## config.mk

```make
export PLATFORM = sky130hd
export DESIGN_NAME = seg_scan_ctrl
export DESIGN_NICKNAME = d
export VERILOG_FILES = /design/src/rtl/seg_pkg.sv /design/src/rtl/seg_scan_div.sv /design/src/rtl/seg_scan_ctrl.sv
export SDC_FILE = /design/constraint.sdc
export NUM_CORES = 1
export LEC_CHECK = 0
export BUFFER_PORTS_ARGS = -buffer_cell sky130_fd_sc_hd__buf_2
export CELL_PAD_IN_SITES_DETAIL_PLACEMENT = 0
export CELL_PAD_IN_SITES_GLOBAL_PLACEMENT = 2
export CORE_MARGIN = 2
export CORE_UTILIZATION = 26
export CTS_CLUSTER_DIAMETER = 100
export DETAILED_ROUTE_END_ITERATION = 7
export PLACE_DENSITY = 0.66
export SLEW_MARGIN = 30
export SYNTH_ARGS = -nofsm -noshare
export SYNTH_HDL_FRONTEND = slang
export SYNTH_HIERARCHICAL = 1
export SYNTH_SLANG_ARGS = --single-unit
```

## constraint.sdc

```tcl
create_clock -name clk -period 3.2 [get_ports clk]
set_input_delay 0.16 -clock clk [delete_from_list [all_inputs] [get_ports clk]]
set_output_delay 0.16 -clock clk [all_outputs]
set_load 0.01 [all_outputs]
```

## src/rtl/seg_pkg.sv

```systemverilog
// Shared constants and helpers for the 7-segment scan controller.
package seg_pkg;

    localparam int SEG_MAX_DIGITS = 8;
    localparam int SEG_IDX_W      = $clog2(SEG_MAX_DIGITS);

    // Single anode "off" bit; callers replicate it to the instance digit count.
    localparam logic AN_OFF = 1'b1;

    typedef struct packed {
        logic [3:0] hex;
        logic       point;
        logic       le;
    } seg_digit_t;

    function automatic logic [SEG_MAX_DIGITS-1:0] seg_an_onehot(
        input logic [SEG_IDX_W-1:0] idx,
        input int                   digits
    );
        logic [SEG_MAX_DIGITS-1:0] an;
        an = {SEG_MAX_DIGITS{AN_OFF}};
        if (int'(idx) < digits) an[idx] = 1'b0;
        return an;
    endfunction

endpackage

```

## src/rtl/seg_scan_div.sv

```systemverilog
// Slot divider and digit scan counter. Exposes next-state scan and dead-time
// so the parent can register its outputs for the coming cycle.
module seg_scan_div #(
    parameter int DIGITS   = 8,
    parameter int SCAN_DIV = 50000,
    parameter int DEAD     = 2,
    parameter int SW       = $clog2(DIGITS)
) (
    input  logic          clk,
    input  logic          rst_n,
    input  logic          en,
    output logic [SW-1:0] scan,
    output logic [SW-1:0] scan_nxt,
    output logic          slot_start,
    output logic          wrap,
    output logic          dead
);

    localparam int DW = (SCAN_DIV > 1) ? $clog2(SCAN_DIV) : 1;

    logic [DW-1:0] div_cnt;
    logic [DW-1:0] div_nxt;
    logic          primed;
    logic          tc;

    assign tc         = (div_cnt == DW'(SCAN_DIV - 1));
    assign slot_start = en & tc;
    // Until the first terminal count after reset, treat the slot end as a
    // frame wrap so the first real frame begins with a fresh snapshot.
    assign wrap       = slot_start & (~primed | (scan == SW'(DIGITS - 1)));

    always_comb begin
        div_nxt  = div_cnt;
        scan_nxt = scan;
        if (slot_start) begin
            div_nxt  = '0;
            scan_nxt = wrap ? '0 : scan + 1'b1;
        end else if (en) begin
            div_nxt  = div_cnt + 1'b1;
        end
    end

    assign dead = int'(div_nxt) < DEAD;

    always_ff @(posedge clk or negedge rst_n) begin
        if (!rst_n) begin
            div_cnt <= '0;
            scan    <= '0;
            primed  <= 1'b0;
        end else begin
            div_cnt <= div_nxt;
            scan    <= scan_nxt;
            primed  <= primed | slot_start;
        end
    end

endmodule

```

## src/rtl/seg_scan_ctrl.sv

```systemverilog
// Time-multiplexed common-anode 7-segment driver with per-frame snapshot,
// dead-time, PWM brightness and per-digit enable. Leading-zero blanking is
// built only when SEG_LZB_EN is defined.
module seg_scan_ctrl
    import seg_pkg::*;
#(
    parameter int  DIGITS   = 8,
    parameter int  SCAN_DIV = 50000,
    parameter int  DEAD     = 2,
    localparam int SW       = $clog2(DIGITS)
) (
    input  logic                clk,
    input  logic                rst_n,
    input  logic                en,
    input  logic [4*DIGITS-1:0] hexs,
    input  logic [DIGITS-1:0]   points,
    input  logic [DIGITS-1:0]   LEs,
    input  logic [3:0]          brightness,
    output logic [3:0]          HEX,
    output logic                point,
    output logic                LE,
    output logic [DIGITS-1:0]   AN,
    output logic [SW-1:0]       scan,
    output logic                frame_tick
);

    logic [SW-1:0] scan_nxt;
    logic          slot_start;
    logic          wrap;
    logic          dead;

    seg_scan_div #(
        .DIGITS  (DIGITS),
        .SCAN_DIV(SCAN_DIV),
        .DEAD    (DEAD),
        .SW      (SW)
    ) u_div (
        .clk       (clk),
        .rst_n     (rst_n),
        .en        (en),
        .scan      (scan),
        .scan_nxt  (scan_nxt),
        .slot_start(slot_start),
        .wrap      (wrap),
        .dead      (dead)
    );

    logic [4*DIGITS-1:0] snap_hex;
    logic [DIGITS-1:0]   snap_pt;
    logic [DIGITS-1:0]   snap_le;

    // Data as it will be after this edge: live inputs on a wrap, else snapshot.
    logic [4*DIGITS-1:0] hex_src;
    logic [DIGITS-1:0]   pt_src;
    logic [DIGITS-1:0]   le_src;
    logic [DIGITS-1:0]   blank;

    assign hex_src = wrap ? hexs   : snap_hex;
    assign pt_src  = wrap ? points : snap_pt;
    assign le_src  = wrap ? LEs    : snap_le;

`ifdef SEG_LZB_EN
    always_comb begin : lzb_blank
        logic zero_above;
        zero_above = 1'b1;
        blank      = '0;
        for (int i = DIGITS - 1; i > 0; i--) begin
            zero_above = zero_above & (hex_src[4*i +: 4] == 4'd0);
            blank[i]   = zero_above & ~pt_src[i];
        end
    end
`else
    assign blank = '0;
`endif

    logic [3:0] pwm_cnt;
    logic [3:0] pwm_nxt;
    logic       pwm_on;

    assign pwm_nxt = en ? pwm_cnt + 4'd1 : pwm_cnt;
    assign pwm_on  = (brightness == 4'hF) | (pwm_nxt < brightness);

    logic                      an_on;
    logic [SEG_MAX_DIGITS-1:0] an_hot;
    logic                      unused_an;
    seg_digit_t                nxt_digit;
    seg_digit_t                cur_digit;

    assign an_on     = en & ~dead & le_src[scan_nxt] & ~blank[scan_nxt] & pwm_on;
    assign an_hot    = seg_an_onehot(SEG_IDX_W'(scan_nxt), DIGITS);
    assign unused_an = ^an_hot;

    assign nxt_digit.hex   = hex_src[{scan_nxt, 2'b00} +: 4];
    assign nxt_digit.point = pt_src[scan_nxt];
    assign nxt_digit.le    = le_src[scan_nxt];

    always_ff @(posedge clk or negedge rst_n) begin
        if (!rst_n) begin
            snap_hex   <= '0;
            snap_pt    <= '0;
            snap_le    <= '0;
            pwm_cnt    <= '0;
            cur_digit  <= '0;
            AN         <= {DIGITS{AN_OFF}};
            frame_tick <= 1'b0;
        end else begin
            pwm_cnt    <= pwm_nxt;
            frame_tick <= wrap;
            if (wrap) begin
                snap_hex <= hexs;
                snap_pt  <= points;
                snap_le  <= LEs;
            end
            if (slot_start) cur_digit <= nxt_digit;
            AN <= an_on ? an_hot[DIGITS-1:0] : {DIGITS{AN_OFF}};
        end
    end

    assign HEX   = cur_digit.hex;
    assign point = cur_digit.point;
    assign LE    = cur_digit.le;

endmodule

```

# After elaboration in Yosys (flattened, before gate mapping)
# Memories as Yosys holds them, arrays and structs flattened.
# Cells that the tools add are included.
[word_totals] reg_bits=87 romBits=8 output_inout_bits=18 word_cells=54 n_memories=1
[classes] n_addsub=3 order_cmp=4 eq_ne=3 shifts=1 mux=16 bitwise_logic=13 n_reduce_logical=1
[memory_table] memory="(no name shown)" words=8 width=1 read_ports=1 rd_ports_with_merged_regs=0 wr=0 line="seg_scan_ctrl.sv:89" rtl="assign an_on = en & ~dead & le_src[scan_nxt] & ~blank[scan_nxt] & pwm_on;"
[op_table] operator="$mux 16" count=2
[op_table] operator="$mux 32" count=1
[op_table] operator="$shiftx 32x6->4" count=1
[op_table] operator="$mux 8" count=3
[op_table] operator="$add 16x1->16 const B" count=1
[op_table] operator="$eq 16x16->1 const B" count=1
[op_table] operator="$lt 16x2->1 const B" count=1
[op_table] operator="$not 8->8" count=1
[op_table] operator="$and 1x1->1" count=6
[op_table] operator="$bmux 1 s3" count=2
[op_table] operator="$mux 3" count=2
[op_table] operator="$add 4x1->4 const B" count=1
[op_table] operator="$eq 4x4->1 const B" count=1
[op_table] operator="$lt 3x4->1 const B" count=1
[op_table] operator="$lt 4x4->1" count=1
[op_table] operator="$mux 1" count=4
[op_table] operator="$mux 4" count=1
[op_table] operator="$add 3x1->3 const B" count=1
[op_table] operator="$demux 1 s3" count=1
[op_table] operator="$eq 3x3->1 const B" count=1
[op_table] operator="$ge 3x1->1 const B" count=1
[op_table] operator="$not 1->1" count=3
[op_table] operator="$or 1x1->1" count=3
[op_table] operator="$logic_and 1x1->1" count=1

# Logic depth before layout (Yosys ltp)
[logic_depth] word_depth=11 depth_mapped=11

# Cells and area by module
# Netlist, hierarchy kept.
[by_module_without_submodules] module="seg_scan_ctrl" n_inst=1 cells_each=203 area_each_um2=2976.6
[by_module_without_submodules] module="seg_scan_div" n_inst=1 cells_each=124 area_each_um2=1222.4

# Least setup slack after synthesis
# No wires, ideal clock.
[synth_timing] path_type="reg-to-reg" start="register u_div.div_cnt[10]" end="register cur_digit, in the netlist LE" setup_ns=0.125 arrival_ns=2.619 required_ns=3.075 slack_ns=0.456 stages_incl_launch_ff=10 path_buffers=2 cell_sequence="dfrtp_1 > buf_2 > nor4b_1 > nand4_1 > nor4_1 > buf_6 > mux2_4 > a32oi_2 > nand4_4 > mux2_4"
[synth_via] elab_cells_between_ends=8
[synth_lines] element="from (decl)" line="seg_scan_div.sv:21" rtl="logic [DW-1:0] div_cnt;"
[synth_lines] element="from (signal assigned)" line="seg_scan_div.sv:51" rtl="div_cnt <= div_nxt;"
[synth_lines] element="$eq 16x16->1" line="seg_scan_div.sv:26" rtl="assign tc = (div_cnt == DW'(SCAN_DIV - 1));"
[synth_lines] element="$and 1x1->1" line="seg_scan_div.sv:27" rtl="assign slot_start = en & tc;"
[synth_lines] element="$and 1x1->1" line="seg_scan_div.sv:30" rtl="assign wrap = slot_start & (~primed | (scan == SW'(DIGITS - 1)));"
[synth_lines] element="named net wrap" line="seg_scan_ctrl.sv:29" rtl="logic wrap;"
[synth_lines] element="$mux 8"
[synth_lines] element="named net le_src[5]" line="seg_scan_ctrl.sv:55" rtl="logic [DIGITS-1:0] le_src;"
[synth_lines] element="$bmux 1 s3" line="seg_scan_ctrl.sv:95" rtl="assign nxt_digit.le = le_src[scan_nxt];"
[synth_lines] element="$mux 1 (not written as such)" line="seg_scan_ctrl.sv:95"
[synth_lines] element="to (signal assigned)" line="seg_scan_ctrl.sv:114" rtl="if (slot_start) cur_digit <= nxt_digit;"
[synth_lines] element="to (decl)" line="seg_scan_ctrl.sv:87" rtl="seg_digit_t cur_digit;"
# The timed path passes the listed nets, and every way through them passes these cells. The select of a mux whose other input is x is not followed.
# A chain may end at the register's enable or synchronous reset.

# Final worst setup path
[layout_timing] start="register u_div.div_cnt[10]" end="register cur_digit, in the netlist LE"
[layout_via] elab_chain_len=7 elab_cells_between_ends=8
[layout_rtl] element="$eq 16x16->1 (*)" line="seg_scan_div.sv:26"
[layout_rtl] element="$and 1x1->1 (*)" line="seg_scan_div.sv:27"
[layout_rtl] element="named net slot_start" line="seg_scan_ctrl.sv:28" rtl="logic slot_start;"
[layout_rtl] element="$and 1x1->1" line="seg_scan_div.sv:30"
[layout_rtl] element="$mux 3" line="seg_scan_div.sv:37" rtl="scan_nxt = wrap ? '0 : scan + 1'b1;"
[layout_rtl] element="$mux 3 (*)" line="seg_scan_div.sv:35" rtl="if (slot_start) begin"
[layout_rtl] element="named net scan_nxt[2]" line="seg_scan_ctrl.sv:27" rtl="logic [SW-1:0] scan_nxt;"
[layout_rtl] element="$bmux 1 s3 (*)" line="seg_scan_ctrl.sv:95"
[layout_rtl] element="$mux 1 (not written as such) (*)" line="seg_scan_ctrl.sv:95"
# Mark *: on every way through the listed nets, which the timed path passes. The rest lies on a longest branch. The select of a mux whose other input is x is not followed.

==> impl_metrics.toml <==
[cells_and_area]
layout.cells.non_filler = 631
sequential_cell_area_sq_um = 2190
fill_cells = 1594
multiInputGateArea_sq_um = 1860
final_core_util_pct = 32.8
antenna_cells = 0
area_growth_pct = 23.8
finalNetCount = 473
drive_gt1_share_pct = 45.1
final_area_sq_um = 5200

[detailed_routing]
firstDrtPassIters = 4
drc = 0
antenna_left = 0
avgViaCountPerCell = 4.63
via_count = 2924
wirelength_um = 10300
drt_iter0_drc = 183
wl_per_cell_um = 16.4

[floorplanning]
die_area_sq_um = 17200
initial_core_util_pct = 26.5
die_w_um = 131
rows = 46
io_pins = 73
fp.dieH_um = 131
core_sq_um = 15800

[global_route]
antenna_found_initial = 0
grt_pass1_wl_um = 16300
grt_max_degree = 88
grt.overflow.total = 0
grt_usage_pct = 12.6
grt_pass1_vias = 3034

[cts]
cts_num_sinks = 87
cts_tree = "built"
clk_latency_ps = 340
clk_pin_slew_ps = 70
numCtsBuffers = 9
clock-root-buffer = "clkbuf_16"
h-tree-depth = 3
cts_max_path_buffers = 2

[placed_design]
hpwl_um = 7400
dp.cells = 612
dp_slack_ps = 182
place_congestion = 0.794
postPlaceCellArea_sq_um = 4840
portBuffers = 72

[synth]
synth-main-ff-cell = "dfrtp_1"
synth_cell_type_count = 56
synth_edf_count = 0
syn_nets = 389
synth-seq-cells = 87
syn_area_sq_um = 4200
syn_avg_cell_area_sq_um = 12.8
yosysWarnings = 6
yosysSeqAreaShare_pct = 52.1
async_reset_ff_share_pct = 100
netlist_instances = 327

[sta]
finalHoldViolCount = 0
slew_headroom_pct = 46.5
worst_slew_pin_slew_ps = 803
period_share_pct = 94.4
drv_slew = 0
fin_crit_ps = 3020
clock_skew_ps = 8.87
setup_slack_ps = 178
setup_violations = 0
max_freq_ghz = 0.331

[critical_path]
cp_data_required_time_ps = 3420
critPathMaxStageDelay_ps = 470
slowest_stage = "dfrtp_1"
path_cells = "nor4b_2 -> nand4_1 -> nor3_4 -> dlymetal6s2s_1 -> buf_4 -> o21ai_2 -> and3b_1 -> a22oi_2 -> nand4_4 -> mux2_4"
cpLargestDelayFamily = "simple AND/OR/NAND/NOR gates"
path_class = "flip-flop to flip-flop"
worst_r2r_path_depth = 10
arrival_ps = 3250
path_depth = 10
endpoint_kind = "flip-flop"
path_max_fanout = 9
crit_path_start_kind = "flip-flop"
worst-path-buf-inv = 2

[pwr]
power.density_nw_per_um2 = 536
vdd_ir_drop_max_mv = 0.249
p_leak_nw = 2.43

[run_status]
status = "complete, no violations"

[job]
maxCapViolations = 0

[worst_hold_path]
hold_depth = 2
hold_path.class = "primary input to flip-flop"
cell type report:
type | count | area share, %
timing repair buffer | 92 | 10.3
sequential | 87 | 42.1
clock buffer | 11 | 4.86
inverter | 9 | 0.650
clock inverter | 4 | 1.06
multi-input combinational | 212 | 35.8
tap | 216 | 5.20
cell usage in the layout, fill, tap and decap left out, types with 2 or more instances in the layout:
master and n:
nor4_2 2, dfstp_2 8, o21ai_1 2, nor4_1 2
inv_1 9, and3b_1 3, clkbuf_16 9, nor3b_2 2
buf_4 17, xor2_1 8, a22oi_2 3, buf_2 71
dfrtp_1 79, nor3_1 3, nand4_1 12, clkbuf_8 2
a32oi_1 9, ha_1 7, a41oi_1 2, nand4b_1 6
mux2_2 45, or3_1 2, xnor2_1 12, clkinv_4 2
and3_1 2, nand2b_1 2, nor2_1 15, nor2b_1 4
mux2_4 8, nand2_1 8, nand4_4 2, nand3_1 17
a22oi_1 11
report_power, final:
part	leakage (nW)	switching (W)	total (W)	internal, W
logic	1.13	0.000234	0.000446	0.000212
registers	1.15	0.0000898	0.00126	0.00117
clock network	0.148	0.000433	0.00108	0.000646
through the flow:
| step | setup TNS [ps] | power, W | hold slack (ps) |
|---|---|---|---|
| 6_report | 0 | 0.00279 | 73.4 |
| 5_1_grt | -48.0 | 0.00295 | 69.1 |
| 4_1_cts | 0 | 0.00283 | 61.3 |
| 3_5_place_dp | 0 | 0.00173 | 288 |
| 3_3_place_gp | 0 | 0.00171 | 427 |
| 2_1_floorplan | 0 | 0.00160 | -136 |
Yosys cell counts, types with 2 or more instances:
library cell	number	area (sq um)
nor4_1	3	18.8
a32oi_1	9	78.8
and3b_1	3	26.3
xor2_1	8	70.1
nand4b_1	6	52.6
a41oi_1	2	17.5
nor2_1	15	56.3
nand4_4	2	42.5
nor3b_2	2	25.0
ha_1	7	87.6
buf_6	6	67.6
nand2_1	8	30.0
a22oi_1	11	82.6
mux2_4	8	120
and3_1	2	12.5
nand3_1	17	85.1
buf_2	9	45.0
clkbuf_1	2	7.51
nor2b_1	4	25.0
o21ai_0	2	10.0
nand4_1	12	75.1
nor3_1	3	15.0
dfrtp_1	79	1980
mux2_2	45	507
a22oi_2	3	37.5
nand2b_1	2	12.5
inv_1	9	33.8
or3_1	2	12.5
xnor2_1	12	105
dfstp_2	8	210
repair_timing:
item / in CTS / in global routing
hold buffers: 1 / 0
gates resized for setup: 0 / 2
endpoints found under the hold margin: 79 / 0
setup endpoints to repair: 0 / 7
setup buffers: 0 / 3
layer usage:
metal | vias up | GRT usage, % | routed length (um)
li1 | 1375 | - | -
met1 | 1457 | 17.9 | 4870
met2 | 72 | 18.0 | 4670
met3 | 20 | 2.15 | 441
met4 | 0 | 7.01 | 333
met5 | - | 0 | 0
worst paths after layout:
path,slack (ps),start,to
worst max-delay path,180,u_div/div_cnt[10]$_DFF_PN0_,LE$_DFFE_PN0P_
worst min-delay path,70,hexs[7],snap_hex[7]$_DFF_PN0_
worst max register to register,180,u_div/div_cnt[10]$_DFF_PN0_,LE$_DFFE_PN0P_
worst min register to register,470,u_div/primed$_DFF_PN0_,u_div/primed$_DFF_PN0_
max in group asynchronous,2190,rst_n,frame_tick$_DFF_PN0_
min in group asynchronous,420,rst_n,u_div/div_cnt[2]$_DFF_PN0_
state kept, by name (all words and copies together) (netlist names), 3 cells and up:
register and count:
AN 8, snap_pt 8, u_div/scan 3, pwm_cnt 4, snap_hex 32, HEX 4
u_div/div_cnt 16, snap_le 8
kinds of logic (layout without fill, tap and decap cells):
logic type | Yosys count | count (layout) | share of synthesized area (%)
buffers and inverters | 28 | 116 | 3.93
AOI/OAI and AO/OA | 38 | 38 | 7.99
DFF | 87 | 87 | 52.1
xor gates and xnor gates | 20 | 20 | 4.17
muxes | 55 | 55 | 15.4
and+or+nand+nor | 92 | 92 | 14.3
adders and majority gates | 7 | 7 | 2.09
Power figures use the tool's default switching activity.
